File: src/rtl/rv64_pkg.sv
// Shared RV64 pipeline definitions: widths, reset vector and the fetch-to-decode entry.
package rv64_pkg;

  localparam int unsigned XLEN = 64;
  localparam int unsigned ILEN = 32;

  localparam logic [XLEN-1:0] RESET_VECTOR = 64'h0;

  typedef struct packed {
    logic [XLEN-1:0] pc;
    logic [ILEN-1:0] instr;
  } fetch_entry_t;

endpackage

File: src/rtl/fetch_unit_if.sv
// Instruction-memory request/response channel plus the fetch-to-decode handshake.
interface fetch_unit_if;
  import rv64_pkg::*;

  logic            imem_req_valid;
  logic            imem_req_ready;
  logic [XLEN-1:0] imem_req_addr;
  logic            imem_rsp_valid;
  logic [ILEN-1:0] imem_rsp_data;
  logic            if_valid;
  logic            if_ready;
  logic [ILEN-1:0] if_instr;
  logic [XLEN-1:0] if_pc;

  modport master (
    output imem_req_valid, imem_req_addr, if_valid, if_instr, if_pc,
    input  imem_req_ready, imem_rsp_valid, imem_rsp_data, if_ready
  );

  modport slave (
    input  imem_req_valid, imem_req_addr, if_valid, if_instr, if_pc,
    output imem_req_ready, imem_rsp_valid, imem_rsp_data, if_ready
  );

endinterface

File: src/rtl/fetch_fifo.sv
// Small circular FIFO of fetched {pc, instr} entries with flush and a registered head.
module fetch_fifo
  import rv64_pkg::*;
#(
  parameter int unsigned DEPTH = 2
) (
  input  logic                         clk,
  input  logic                         rst_n,
  input  logic                         flush,
  input  logic                         push,
  input  fetch_entry_t                 push_entry,
  input  logic                         pop,
  output logic                         head_valid,
  output fetch_entry_t                 head,
  output logic [$clog2(DEPTH+1)-1:0]   count
);

  localparam int unsigned CW = $clog2(DEPTH + 1);
  localparam int unsigned PW = (DEPTH > 1) ? $clog2(DEPTH) : 1;

  fetch_entry_t    mem_q [DEPTH];
  fetch_entry_t    mem_d [DEPTH];
  logic [PW-1:0]   rd_q, rd_d, wr_q, wr_d;
  logic [CW-1:0]   cnt_q, cnt_d;

  function automatic logic [PW-1:0] next_ptr(input logic [PW-1:0] p);
    return (p == PW'(DEPTH - 1)) ? '0 : p + PW'(1);
  endfunction

  always_comb begin
    mem_d = mem_q;
    rd_d  = rd_q;
    wr_d  = wr_q;
    cnt_d = cnt_q;
    if (flush) begin
      rd_d  = '0;
      wr_d  = '0;
      cnt_d = '0;
    end else begin
      if (push) begin
        mem_d[wr_q] = push_entry;
        wr_d        = next_ptr(wr_q);
      end
      if (pop) rd_d = next_ptr(rd_q);
      cnt_d = cnt_q + CW'(push) - CW'(pop);
    end
  end

  always_ff @(posedge clk) begin
    if (!rst_n) begin
      rd_q  <= '0;
      wr_q  <= '0;
      cnt_q <= '0;
    end else begin
      rd_q  <= rd_d;
      wr_q  <= wr_d;
      cnt_q <= cnt_d;
    end
  end

  always_ff @(posedge clk) begin
    mem_q <= mem_d;
  end

  // Head is forced to zero when empty so decode sees clean values after reset or flush.
  assign head_valid = (cnt_q != '0);
  assign head       = head_valid ? mem_q[rd_q] : '0;
  assign count      = cnt_q;

endmodule

File: src/rtl/fetch_unit.sv
// RV64 instruction-fetch stage: PC registers, credit-limited request issue,
// stale-response dropping on redirect, and the buffer toward decode.
module fetch_unit
  import rv64_pkg::*;
#(
  parameter logic [XLEN-1:0] RESET_PC = RESET_VECTOR,
  parameter int unsigned     DEPTH    = 2
) (
  input  logic             clk,
  input  logic             rst_n,
  input  logic             flow_change,
  input  logic [XLEN-1:0]  next_pc,
  fetch_unit_if.master     bus
);

  localparam int unsigned CW = $clog2(DEPTH + 1);

  logic [XLEN-1:0] fetch_pc_q, fetch_pc_d;
  logic [XLEN-1:0] rsp_pc_q, rsp_pc_d;
  logic [CW-1:0]   inflight_q, inflight_d;
  logic [CW-1:0]   drop_q, drop_d;
  logic [CW-1:0]   count;
  logic [XLEN-1:0] target;
  logic            credit_ok, req_fire, push, pop, head_valid;
  fetch_entry_t    push_entry, head;
  logic            unused_pc_bits;

  assign target         = {next_pc[XLEN-1:2], 2'b00};
  assign unused_pc_bits = ^next_pc[1:0];

  assign credit_ok          = ({1'b0, inflight_q} + {1'b0, count}) < (CW+1)'(DEPTH);
  assign bus.imem_req_valid = rst_n & ~flow_change & credit_ok;
  assign bus.imem_req_addr  = fetch_pc_q;
  assign req_fire           = bus.imem_req_valid & bus.imem_req_ready;
  assign pop                = head_valid & bus.if_ready & ~flow_change;

  always_comb begin
    fetch_pc_d = fetch_pc_q;
    rsp_pc_d   = rsp_pc_q;
    inflight_d = inflight_q;
    drop_d     = drop_q;
    push       = 1'b0;
    push_entry = '{pc: rsp_pc_q, instr: bus.imem_rsp_data};
    if (flow_change) begin
      fetch_pc_d = target;
      rsp_pc_d   = target;
      inflight_d = inflight_q - CW'(bus.imem_rsp_valid);
      // Already-dropping responses are counted in inflight, so every outstanding one turns stale.
      drop_d     = inflight_q - CW'(bus.imem_rsp_valid);
    end else begin
      if (req_fire) fetch_pc_d = fetch_pc_q + 64'd4;
      inflight_d = inflight_q + CW'(req_fire) - CW'(bus.imem_rsp_valid);
      if (bus.imem_rsp_valid) begin
        if (drop_q != '0) begin
          drop_d = drop_q - CW'(1);
        end else begin
          push     = 1'b1;
          rsp_pc_d = rsp_pc_q + 64'd4;
        end
      end
    end
  end

  always_ff @(posedge clk) begin
    if (!rst_n) begin
      fetch_pc_q <= RESET_PC;
      rsp_pc_q   <= RESET_PC;
      inflight_q <= '0;
      drop_q     <= '0;
    end else begin
      fetch_pc_q <= fetch_pc_d;
      rsp_pc_q   <= rsp_pc_d;
      inflight_q <= inflight_d;
      drop_q     <= drop_d;
    end
  end

  fetch_fifo #(.DEPTH(DEPTH)) u_fifo (
    .clk        (clk),
    .rst_n      (rst_n),
    .flush      (flow_change),
    .push       (push),
    .push_entry (push_entry),
    .pop        (pop),
    .head_valid (head_valid),
    .head       (head),
    .count      (count)
  );

  assign bus.if_valid = head_valid;
  assign bus.if_instr = head.instr;
  assign bus.if_pc    = head.pc;

endmodule
File: src/flat_wrapper.sv
// flat-port wrapper written by rule: the top's interface ports become plain ports
module fetch_unit_flat import rv64_pkg::*;
#(
  parameter logic [XLEN-1:0] RESET_PC = RESET_VECTOR,
  parameter int unsigned     DEPTH    = 2
)
  (clk, rst_n, flow_change, next_pc, bus_imem_req_valid, bus_imem_req_addr, bus_if_valid, bus_if_instr, bus_if_pc, bus_imem_req_ready, bus_imem_rsp_valid, bus_imem_rsp_data, bus_if_ready);
  fetch_unit_if bus_i ();
  input  logic clk;
  input  logic rst_n;
  input  logic flow_change;
  input  logic [XLEN-1:0] next_pc;
  output wire logic [$bits(bus_i.imem_req_valid)-1:0] bus_imem_req_valid;
  output wire logic [$bits(bus_i.imem_req_addr)-1:0] bus_imem_req_addr;
  output wire logic [$bits(bus_i.if_valid)-1:0] bus_if_valid;
  output wire logic [$bits(bus_i.if_instr)-1:0] bus_if_instr;
  output wire logic [$bits(bus_i.if_pc)-1:0] bus_if_pc;
  input wire logic [$bits(bus_i.imem_req_ready)-1:0] bus_imem_req_ready;
  input wire logic [$bits(bus_i.imem_rsp_valid)-1:0] bus_imem_rsp_valid;
  input wire logic [$bits(bus_i.imem_rsp_data)-1:0] bus_imem_rsp_data;
  input wire logic [$bits(bus_i.if_ready)-1:0] bus_if_ready;
  assign bus_imem_req_valid = bus_i.imem_req_valid;
  assign bus_imem_req_addr = bus_i.imem_req_addr;
  assign bus_if_valid = bus_i.if_valid;
  assign bus_if_instr = bus_i.if_instr;
  assign bus_if_pc = bus_i.if_pc;
  assign bus_i.imem_req_ready = bus_imem_req_ready;
  assign bus_i.imem_rsp_valid = bus_imem_rsp_valid;
  assign bus_i.imem_rsp_data = bus_imem_rsp_data;
  assign bus_i.if_ready = bus_if_ready;
  fetch_unit #(.RESET_PC(RESET_PC), .DEPTH(DEPTH)) u_core (.clk(clk), .rst_n(rst_n), .flow_change(flow_change), .next_pc(next_pc), .bus(bus_i));
endmodule
File: config.mk
export PLATFORM = sky130hd
export DESIGN_NAME = fetch_unit_flat
export DESIGN_NICKNAME = d
export VERILOG_FILES = /design/src/rtl/rv64_pkg.sv /design/src/rtl/fetch_unit_if.sv /design/src/rtl/fetch_fifo.sv /design/src/rtl/fetch_unit.sv /design/src/flat_wrapper.sv
export SDC_FILE = /design/constraint.sdc
export NUM_CORES = 1
export LEC_CHECK = 0
export CAP_MARGIN = 20
export CORE_ASPECT_RATIO = 1.4
export CORE_MARGIN = 1
export CORE_UTILIZATION = 48
export DETAILED_ROUTE_END_ITERATION = 12
export GPL_TIMING_DRIVEN = 1
export PLACE_DENSITY = 0.75
export SETUP_SLACK_MARGIN = 0.02
export SLEW_MARGIN = 10
export SYNTH_ARGS = -nofsm -noshare
export SYNTH_HDL_FRONTEND = slang
export SYNTH_HIERARCHICAL = 1
export SYNTH_SLANG_ARGS = --single-unit
File: constraint.sdc
create_clock -name clk -period 9.7 [get_ports clk]
set_input_delay 1.94 -clock clk [delete_from_list [all_inputs] [get_ports clk]]
set_output_delay 1.94 -clock clk [all_outputs]
set_load 0.02 [all_outputs]
### Yosys cells after proc, flatten, opt, wreduce, memory -nomap -nowiden

Cells that the tools add are included.

| storage, ports and cells | value |
|---|---|
| register bits after elaboration | 328 |
| input bits | 102 |
| output and inout bits | 162 |
| word-level logic and storage cells | 71 |

| operators by class | value |
|---|---|
| $add $sub $neg | 11 |
| magnitude comparators | 4 |
| equal/unequal tests | 1 |
| muxes and demuxes | 21 |
| bitwise gates (word level) | 10 |
| reduce and logical (&&, ||, !) cells | 11 |

Operators by type and width:

| kind | number |
|---|---|
| two-way mux 96 bit | 5 |
| two-way mux 64 bit | 5 |
| bitwise mux 192 bit | 1 |
| adder 64 x 3 -> 64 bit, second input constant | 2 |
| demux 96 bit (select 1 bit) | 1 |
| nonzero test 2 bit | 5 |
| two-way mux 2 bit | 4 |
| AND reduction 2 bit | 4 |
| subtractor 2 x 1 -> 2 bit | 3 |
| bitwise AND 1 bit | 5 |
| two-way mux 1 bit | 5 |
| adder 2 x 1 -> 2 bit | 2 |
| >= comparator 2 bit, second input constant | 2 |
| NOT 1 -> 2 bit | 2 |
| adder 2 x 2 -> 3 bit | 1 |
| less-than comparator 3 x 2 -> 1 bit, second input constant | 1 |
| NOT 1 bit | 3 |
| adder 1 bit, second input constant | 2 |
| less-than comparator 2 x 1 -> 1 bit, second input constant | 1 |
| != test 2 bit, second input constant | 1 |
| OR reduction 2 bit | 1 |
| subtractor 2 x 1 -> 2 bit, second input constant | 1 |
| logical AND 1 bit | 1 |

### Longest topological paths before layout

| logic depth | value |
|---|---|
| word-level depth | 7 |
| mapped depth | 12 |
| depth with buffers taken out | 12 |

### By module

Netlist, hierarchy kept.

By module, submodules not included:

| module | times used | cells an instance | area an instance (sq um) | seq. area each (sq um) |
|---|---|---|---|---|
| fetch_unit | 1 | 928 | 7,482.2 | 2,562.5 |
| fetch_fifo | 1 | 426 | 7,445.9 | 5,845.6 |

### Worst setup path after synthesis

OpenSTA, ideal clock, no wires.

| timing path | value |
|---|---|
| path kind | input to register |
| start point | input flow_change |
| end point | register u_core/u_fifo/mem_q[0] (netlist bit), enable pin |
| library setup time | 0.690 ns |
| data arrival time | 9.658 ns |
| required time | 9.010 ns |
| path slack | -0.648 ns |
| stages on the path | 7 |
| buffers on the path | 3 |
| path through | clkbuf_1 inv_1 clkbuf_8 buf_6 and2_1 inv_1 nor3b_1 |

| on the way | value |
|---|---|
| longest elaborated chain between the ends | 2 |
| elaborated cells on any way between the ends | 3 |
| classes of those cells | 1 x mux; 1 x bitwise; 1 x reduce/logical |

RTL lines:

| what | line | RTL |
|---|---|---|
| start: declaration | flat_wrapper.sv:11 | `input logic flow_change;` |
| two-way mux 1 bit | fetch_unit.sv:44 | `if (flow_change) begin` |
| named net u_core.push | fetch_unit.sv:24 | `logic credit_ok, req_fire, push, pop, head_valid;` |
| AND reduction 2 bit (no source line) | - |  |
| end signal: assignment | fetch_fifo.sv:62 | `mem_q <= mem_d;` |
| end: declaration | fetch_fifo.sv:21 | `fetch_entry_t mem_q [DEPTH];` |

The timed path passes the listed nets, and every way through them passes these cells.
A chain may end at the register's enable or synchronous reset.

### Worst setup path after layout

| timing path | value |
|---|---|
| start point | input rst_n |
| end point | output bus_imem_req_valid |

| on the way | value |
|---|---|
| longest elaborated chain between the ends | 2 |

RTL lines:

| what | line | RTL |
|---|---|---|
| start: declaration | flat_wrapper.sv:10 | `input logic rst_n;` |
| bitwise AND 1 bit (2 in series) | fetch_unit.sv:32 | `assign bus.imem_req_valid = rst_n & ~flow_change & credit_ok;` |
| end: declaration | flat_wrapper.sv:13 | `output wire logic [$bits(bus_i.imem_req_valid)-1:0] bus_imem_req_valid;` |

Every way passes these cells.

==> implementation parameters <==
Parameter                              Value

Detailed routing
  Total vias in the final route ... between 10,000 and 15,000
  Drt drc ... 0
  Antenna violation net count after detailed routing ... 0
  Violation count after the first detailed-route iteration ... 863
  Via density per instance ... between 5 and 6
  Drt total wl ... between 40 and 50 mm
  WL per Instance ... ~20 um
  Initial DRT Pass Iterations ... 5

Timing
  Least-Margin Pin Slew ... ~1000 ps
  Worst hold slack ... ~500 ps
  Final hold violation count ... 0
  Period minus WS final ... about 6300 ps
  Highest clock frequency the design can meet ... 0.158 GHz
  Headroom to the max-slew limit ... 0.323
  RSZ-0062 raised after global routing ... no
  Count of final setup violators ... 0
  Slew Limit Fails ... 0
  Post-route setup TNS ... 0 ps
  Period Utilization, post-route ... 0.651
  Final worst clock skew ... 27.1 ps

Clock tree
  Number of clock buffers inserted by TritonCTS ... 30
  Post CTS Setup Buffer Count ... 0
  Clock latency reported for the late side of the worst-skew pair ... just under 600 ps
  CTS Hold Buffers Added ... 0
  Number of buffers on the longest clock path ... 3
  Clock tree from TritonCTS ... yes
  Clock input transition at the sequential cells of the worst setup and hold paths ... about 60 ps
  CTS root buf ... sky130_fd_sc_hd__clkbuf_16
  Clock Sink Count ... about 320
  Resized cells post-CTS ... 0
  Total number of H-tree levels ... 1

Run status
  Run status ... finished, final reports clean

Global route
  Overflow left after global routing ... 0
  Maximum number of pins on one net before global-route repair ... 96
  Initial antenna violation count ... 1
  Total track usage ... 0.254
  Via count of the first global-routing pass ... about 12,000
  First-pass GRT wire length ... between 60 and 70 mm

Logic synthesis
  Ys Warns ... 6
  Sequential area share after synthesis ... 0.563
  Most area-hungry cell type in the Yosys netlist ... sky130_fd_sc_hd__edfxtp_1
  Fraction of registers with async set/reset ... 0
  Seq cells post-synth ... about 320
  Cell count after synthesis ... 1,354
  Synth top area share ... 0.386
  Yosys cell types ... slightly above 70
  Number of flops mapped to enable cells by yosys ... 192
  Cell area after synthesis ... between 10,000 and 15,000 um^2
  Post-synth top cells ... sky130_fd_sc_hd__edfxtp_1 (192), sky130_fd_sc_hd__nor2_1 (135), sky130_fd_sc_hd__dfxtp_1 (132)
  Leading register cell type out of synthesis ... sky130_fd_sc_hd__edfxtp_1
  Cells taking the most area after synthesis ... sky130_fd_sc_hd__edfxtp_1 (39%), sky130_fd_sc_hd__dfxtp_1 (18%), sky130_fd_sc_hd__mux2i_1 (6.6%)
  Mean cell area of the mapped netlist ... between 10 and 15 um^2
  Top-count cell post-synth ... sky130_fd_sc_hd__edfxtp_1

Power and ir drop
  Maximum vdd ir drop ... approximately 0.12 mV
  Total power of the final layout ... 0.00317 W
  Static leakage ... around 6.0 nW
  Power density cells ... 168 nW/um^2

Setup path
  Maximum fanout along the worst path ... 72
  Crit Path Class ... in2out
  Buffers plus inverters on the worst setup path ... 3
  Element type at the critical path end ... primary output
  Maximum single-stage delay on the critical path ... ~700 ps
  Kind of launch point of the worst setup path ... input port
  Top delay family on crit path ... buffers and inverters
  Arrival time reported for the critical path endpoint ... roughly 4400 ps
  Required time at the worst-slack endpoint ... 7760 ps
  Critical path, cell by cell ... buf_2, buf_4, nand2b_1, nor3_1, clkdlybuf4s50_1
  Critical Path Slowest Stage Cell ... sky130_fd_sc_hd__clkdlybuf4s50_1

Floorplan
  Boundary pin count ... 264
  Core region area ... between 30,000 and 40,000 um^2
  Total number of placement rows ... 76
  Initial Utilization ... 0.486
  Chip Width ... 151 um
  Die Y-Extent ... 211 um
  Die footprint ... ~32,000 um^2

Worst hold path
  Path class of the lowest-slack min-delay path ... reg2reg

Finish
  Layout Nets ... roughly 1,700
  Layout cell share with drive strength beyond 1 ... 0.0655
  Non-filler cells, final ... 2,011
  Post-synthesis to final-layout area growth ... 26.2%

Placed design
  Final Wtd Congestion ... around 0.98
  Post-detail-place hpwl ... roughly 28 mm
  Placed Cells incl. Taps ... between 1,500 and 2,000
  Number of port buffers ... roughly 260

Run
  Number of maximum-capacitance constraint violations ... 0
[cell type report]
class | instances | area (um^2)
Clock buffer | 42 | 891
Clock inverter | 14 | 189
Multi-Input combinational cell | 941 | 6080
Timing Repair Buffer | 272 | 2680
Sequential cell | 324 | 8410
Antenna cell | 3 | 7.51
Tap cell | 390 | 488
Fill cell | 2452 | 11900
Inverter | 25 | 96.3
[final timing paths]
check / from / end / slack, ps / depth (start not counted)
hold / removal: u_core/rsp_pc_q[24] / u_core/u_fifo/mem_q[152] / 510 / 0
setup reg to reg: u_core/u_fifo/count[0] / u_core/bus.imem_req_addr[53] / 5810 / 7
setup / recovery: rst_n / bus_imem_req_valid / 3390 / 5
hold reg to reg: u_core/rsp_pc_q[24] / u_core/u_fifo/mem_q[152] / 510 / 0
[where the power goes]
group	internal, W	total [W]	switching, W
Clock	0.000751	0.00127	0.000519
Sequential	0.00151	0.00158	0.0000684
Combinational	0.000141	0.000316	0.000175
Total	0.00241	0.00317	0.000762
[worst reg2reg max path, stage by stage (launching register included)]
cell and delay (ps):
sky130_fd_sc_hd__dfxtp_1 410, sky130_fd_sc_hd__and2_1 170, sky130_fd_sc_hd__fa_1 500, sky130_fd_sc_hd__or3b_1 830, sky130_fd_sc_hd__nor3_2 540, sky130_fd_sc_hd__nand4_1 570, sky130_fd_sc_hd__or4_1 610, sky130_fd_sc_hd__a31oi_1 190
[metal layers]
layer | vias up | part of all wire | GRT usage
li1 | 5598 | - | -
met1 | 5709 | 0.40 | 0.324
met2 | 588 | 0.48 | 0.420
met3 | 108 | 0.078 | 0.0341
met4 | 0 | 0.043 | 0.126
met5 | - | 0 | 0
[sequential cells by signal, indices dropped and copies added (netlist names)]
register                  cells
u_core/bus.imem_req_addr     62
u_core/drop_q                 2
u_core/u_fifo/wr_q            1
u_core/u_fifo/rd_q            1
u_core/u_fifo/mem_q         192
u_core/inflight_q             2
u_core/rsp_pc_q              62
u_core/u_fifo/count           2
[per-stage QoR]
stage	setup slack, ps	utilization	area (um^2)
4_1_cts	3400	0.613	18800
2_1_floorplan	2750	-	15000
3_5_place_dp	3410	0.578	17800
5_1_grt	3340	0.613	18800
3_3_place_gp	3460	0.578	17800
6_report	3390	0.614	18800
[placed cells by master, fill, tap and decap left out, drive strengths merged, types with 57 or more instances in the layout]
cell type | synthesis | final
a21oi | 65 | 65
clkdlybuf4s50 | 0 | 257
dfxtp | 132 | 132
edfxtp | 192 | 192
mux2i | 98 | 98
nand2 | 81 | 81
nand3 | 57 | 57
nand4 | 68 | 68
nor2 | 138 | 138
o21ai | 78 | 78
[logic make-up (layout without fill, tap and decap cells)]
kind of cell	Yosys count	in the layout	share of synthesized area
compound gates	247	247	0.0992
xor+xnor	64	64	0.0385
fa+ha+maj	9	9	0.00805
buf+inv	94	353	0.0328
flops	324	324	0.563
mux	100	100	0.0672
other cells	1	9	0.000251
simple gates	515	515	0.191
Note: power is estimated with default switching activity, not from simulation.
